`src/rtl/uart_tx_feeder.sv`:
```
// Byte FIFO feeding the UART transmit core: pops one byte per frame window,
// strobes oDE for two cycles and times the window from the line config sampled at pop.
module uart_tx_feeder #(
  parameter int OVER_SAMPLING = 4,
  parameter int DEPTH         = 16,
  parameter int GUARD_CYCLES  = 2
) (
  input  logic                     CLK,
  input  logic                     RST_N,
  input  logic                     iSEVEN_BIT,
  input  logic                     iPARITY_EN,
  input  logic                     iSTOP_BIT,
  input  logic                     iWE,
  input  logic [7:0]               iWDATA,
  input  logic                     iCLR_OVF,
  output logic                     oFULL,
  output logic                     oEMPTY,
  output logic [$clog2(DEPTH):0]   oLEVEL,
  output logic                     oOVERFLOW,
  output logic                     oDE,
  output logic [7:0]               oDATA,
  output logic                     oBUSY
);

  localparam int AW = $clog2(DEPTH);
  // Wide enough for the longest window (12 bits on the line plus guard).
  localparam int TW = $clog2(12*OVER_SAMPLING + GUARD_CYCLES + 1);
  localparam logic [AW:0] FULL_LVL = (AW+1)'(DEPTH);

  typedef enum logic {IDLE, SEND} state_t;

  logic [7:0]    mem_q [DEPTH];
  logic [AW-1:0] wptr_q, rptr_q;
  logic [AW:0]   level_q;
  logic          ovf_q;
  logic          full, empty, wr_en, pop;

  state_t        state_q, state_d;
  logic [TW-1:0] t_q, t_d, c_q, c_d;
  logic [7:0]    data_q, data_d;
  logic [3:0]    bits;
  logic [TW-1:0] t_new;

  assign full  = (level_q == FULL_LVL);
  assign empty = (level_q == '0);
  assign wr_en = iWE && !full;
  // Pop decision uses registered emptiness only, so a fresh write never falls through.
  assign pop   = (state_q == IDLE) && !empty;

  assign bits  = 4'd1 + (iSEVEN_BIT ? 4'd7 : 4'd8) + {3'b000, iPARITY_EN} + (iSTOP_BIT ? 4'd2 : 4'd1);
  assign t_new = TW'(bits) * TW'(OVER_SAMPLING) + TW'(GUARD_CYCLES);

  always_ff @(posedge CLK) begin
    if (wr_en) mem_q[wptr_q] <= iWDATA;
  end

  always_ff @(posedge CLK or negedge RST_N) begin
    if (!RST_N) begin
      wptr_q  <= '0;
      rptr_q  <= '0;
      level_q <= '0;
      ovf_q   <= 1'b0;
    end else begin
      if (wr_en) wptr_q <= wptr_q + 1'b1;
      if (pop)   rptr_q <= rptr_q + 1'b1;
      case ({wr_en, pop})
        2'b10:   level_q <= level_q + 1'b1;
        2'b01:   level_q <= level_q - 1'b1;
        default: level_q <= level_q;
      endcase
      // Set has priority over clear.
      if (iWE && full)   ovf_q <= 1'b1;
      else if (iCLR_OVF) ovf_q <= 1'b0;
    end
  end

  always_ff @(posedge CLK or negedge RST_N) begin
    if (!RST_N) begin
      state_q <= IDLE;
      t_q     <= '0;
      c_q     <= '0;
      data_q  <= 8'h00;
    end else begin
      state_q <= state_d;
      t_q     <= t_d;
      c_q     <= c_d;
      data_q  <= data_d;
    end
  end

  always_comb begin
    state_d = state_q;
    t_d     = t_q;
    c_d     = c_q;
    data_d  = data_q;
    case (state_q)
      IDLE: begin
        if (pop) begin
          state_d = SEND;
          t_d     = t_new;
          c_d     = '0;
          data_d  = mem_q[rptr_q];
        end
      end
      SEND: begin
        if (c_q == t_q - TW'(1)) begin
          state_d = IDLE;
          c_d     = '0;
        end else begin
          c_d     = c_q + TW'(1);
        end
      end
      default: state_d = IDLE;
    endcase
  end

  always_comb begin
    oDE   = (state_q == SEND) && (c_q < TW'(2));
    oBUSY = (state_q != IDLE);
    oDATA = data_q;
  end

  assign oFULL     = full;
  assign oEMPTY    = empty;
  assign oLEVEL    = level_q;
  assign oOVERFLOW = ovf_q;

endmodule

```
`config.mk`:
```
export PLATFORM = sky130hd
export DESIGN_NAME = uart_tx_feeder
export DESIGN_NICKNAME = d
export VERILOG_FILES = /design/src/rtl/uart_tx_feeder.sv
export SDC_FILE = /design/constraint.sdc
export NUM_CORES = 1
export LEC_CHECK = 0
export ABC_CLOCK_PERIOD_IN_PS = 3400
export CAP_MARGIN = 20
export CORE_AREA = 2 2 169 171
export CTS_BUF_LIST = sky130_fd_sc_hd__clkbuf_4
export CTS_CLUSTER_SIZE = 10
export DETAILED_ROUTE_END_ITERATION = 10
export DIE_AREA = 0 0 171 173
export PLACE_DENSITY = 0.37
export RECOVER_POWER = 25
export SLEW_MARGIN = 10
export SYNTH_ARGS = -nofsm -noshare
export SYNTH_HDL_FRONTEND = slang
export SYNTH_SLANG_ARGS = --single-unit
```
`constraint.sdc`:
```
create_clock -name CLK -period 3.4 [get_ports CLK]
set_input_delay 0.51 -clock CLK [delete_from_list [all_inputs] [get_ports CLK]]
set_output_delay 0.51 -clock CLK [all_outputs]
set_load 0.03 [all_outputs]
```
==> out/metrics.yaml <==
synthesis:
  yosysSeqAreaShare: 0.6833
  synth_cells: 398
  synth.distinct_cells: 44
  synth_area_per_cell_sq_um: 17.26
  synthArstFlopShare: 0.2099
  synth_top_cell_by_area: "edfxtp_1"
  yosys.cell_count.top_type: "edfxtp_1"
  synth_top_area_share: 0.5595
  synth_area_leaders: "edfxtp_1, dfrtp_1, mux4_1, mux4_2, ha_1"
  yosys-top-cells-count: "edfxtp_1, dfrtp_1, nand2_1"
  synth-edff-count: 128
  synth_area_sq_um: 6870
  yosys_most_used_dff: "edfxtp_1"
  syn_nets: 432
  ys_ff_latch: 162
  yosys_warnings: 0
setup_path:
  cp.required_ps: 3860
  criticalPathCategory: "flop to flop"
  start_kind: "flop"
  end_kind: "flop"
  critPathArrivalTime_ps: 3530
  cp_max_fo: 28
power:
  switching_share: 0.3551
  switchingPower_mw: 2.077
  power.leakage_nw: 2.764
  power_frac_seq: 0.482
  comb_power_share: 0.315
  internal-power_mw: 3.772
  pwr_density_cell_nw_per_um2: 731.4
  vdd_ir_drop_max_v: 0.0002160
  clockPowerShare: 0.203
  p_total_mw: 5.850
clock_network:
  cts_setup_buffers: 0
  path_clk_slew_ps: 160
  h-tree-depth: 4
  clockRootBuffer: "clkbuf_4"
  clk_latency_ps: 570
  cts_tree: "yes"
  max-clock-path-buffers: 2
  clock-sinks: 162
  cts_inserted_buffers: 17
sta:
  maxSlewHeadroom: -0.3410
  clock.fmax_mhz: 325.9
  rsz0062_at_grt: "false"
  tightest_slew_ps: 2012
  hold-worst-slack_ps: 491.2
  slew_violations: 35
  setup_viol: 0
  post-route-period-util: 0.9024
  setup_tns_ps: 0
  min_period_ps: 3068
  skew_ps: 32.15
  final-hold-violation-count: 0
hold_path:
  hp-class: "primary input to async pin"
drt:
  post_drt_wl_per_cell_um: 17.91
  vias_per_cell: 4.170
  finalWirelength_um: 15100
  vias: 3515
  detail_route.first_pass.iterations: 5
  drc: 0
  first_iter_violations: 210
  ant_nets: 0
die:
  fp.dieH_um: 173
  die-width_um: 171
  die_area_sq_um: 29580
  rows: 61
  io_pins: 33
  core_area_sq_um: 27630
  start_util: 0.2487
global_routing:
  grt_pass1_vias: 3817
  grt_util_all_layers: 0.1093
  overflow: 0
  grt_max_degree: 35
  grt_pass1_wl_um: 23430
  antenna_found_initial: 0
final_layout:
  final_cells: 843
  final_core_util: 0.2895
  fin_nets: 486
  drive_gt1_frac: 0.1914
  syn_to_final_growth_pct: 16.41
  diodes: 0
job:
  maxCapViolCount: 1
placed_design:
  gp_congestion: 0.7332
  dp_cells: 811
  io_buffers: 32
  dp_hpwl_um: 9851
run_status:
  status: "complete, but fails checks"
  violations: "capacitance limit, slew limit"
-- repair_timing --
item | 4_1_cts | 5_1_grt
resized for setup | 0 | 1
endpoints found under the setup margin | 0 | 1
hold buffers | 0 | 0
-- cell usage in the layout (no fill, tap or decap), types with 2 or more instances in the layout --
cell type / netlist / layout
clkbuf_4: 0 / 18
o22ai_1: 12 / 12
o21ai_0: 10 / 10
fa_1: 2 / 2
dfrtp_1: 34 / 33
ha_1: 17 / 17
inv_8: 0 / 5
clkdlybuf4s50_1: 0 / 25
o22ai_2: 2 / 2
mux4_2: 15 / 15
edfxtp_1: 128 / 128
a21oi_2: 2 / 2
nand3_1: 2 / 2
nand2b_1: 5 / 5
xor2_1: 9 / 9
a21o_1: 2 / 2
inv_6: 0 / 4
mux4_1: 17 / 17
xnor2_1: 12 / 12
buf_4: 2 / 21
clkinvlp_4: 0 / 3
mux2_2: 8 / 8
a21oi_1: 10 / 10
dlygate4sd3_1: 0 / 6
nand4_1: 5 / 5
nand2_1: 25 / 25
inv_1: 20 / 20
nor2_1: 14 / 14
nor3_1: 11 / 11
mux2i_1: 2 / 2
-- metal layers --
layer / routed length [um] / up-vias / track usage
li1: - / 1644 / -
met3: 418 / 8 / 0.02472
met1: 6998 / 1817 / 0.1426
met2: 7554 / 46 / 0.1821
met5: 0 / - / 0
met4: 126 / 0 / 0.02966
-- sequential cells by signal, summed over array words and instances (netlist names), 4 cells and up --
register	cells
oDATA	8
t_q	5
wptr_q	4
c_q	6
rptr_q	4
mem_q	128
oLEVEL	5
-- area by class of cell --
class	count	area (sq um)
Inverter	21	91.34
Multi-Input combinational cell	196	1951
Sequential cell	162	4696
Tap cell	378	473.0
Fill cell	2808	19630
Timing Repair Buffer	54	491.7
Clock inverter	14	160.2
Clock buffer	18	135.1
-- through the flow --
stage / setup slack, ps / cell area (sq um)
finish: 331.8 / 7998
floorplan: 163.1 / 6870
detailed placement: 275.0 / 7702
global placement: 288.0 / 7702
CTS: 244.9 / 7998
global route: 56.06 / 7998
-- kinds of logic (layout without fill, tap and decap cells) --
kind of cell / Yosys count / count (layout) / share of synthesized area
flip-flops: 162 / 162 / 0.6833
AND/OR/NAND/NOR: 72 / 72 / 0.05154
AO/OA/AOI/OAI: 42 / 42 / 0.03843
multiplexers: 42 / 42 / 0.1302
buffers and inverters: 40 / 107 / 0.03296
XOR/XNOR: 21 / 21 / 0.02677
adder cells (fa/ha/maj): 19 / 19 / 0.03679
-- power by group through the flow --
stage / clock network, mW / logic, mW / registers (mW)
2_1_floorplan: 0 / 1.24 / 2.84
3_3_place_gp: 0 / 1.88 / 2.87
3_5_place_dp: 0 / 1.88 / 2.88
4_1_cts: 1.25 / 1.89 / 2.83
5_1_grt: 1.33 / 2.04 / 2.88
6_report: 1.19 / 1.84 / 2.82
-- final timing paths --
path,start,to,depth (start not counted),slack (ps)
hold reg to reg,oDATA[5],oDATA[5],2,530
setup / recovery,oLEVEL[0],oLEVEL[4],11,330
min in group CLK,oDATA[5],oDATA[5],2,530
setup reg to reg,oLEVEL[0],oLEVEL[4],11,330
max in group asynchronous,RST_N,rptr_q[0],1,1600
hold / removal,RST_N,wptr_q[3],1,490
-- critical path, cell delays in order, from the launching register on --
cell and delay (ps):
dfrtp_1 470, nor4_2 320, and2_2 250, or2_4 230
inv_12 100, ha_1 250, ha_1 340, nor2b_1 140
o21ai_0 200, a21oi_1 100, or3b_2 450, xnor2_1 130
Power figures use the tool's default switching activity.
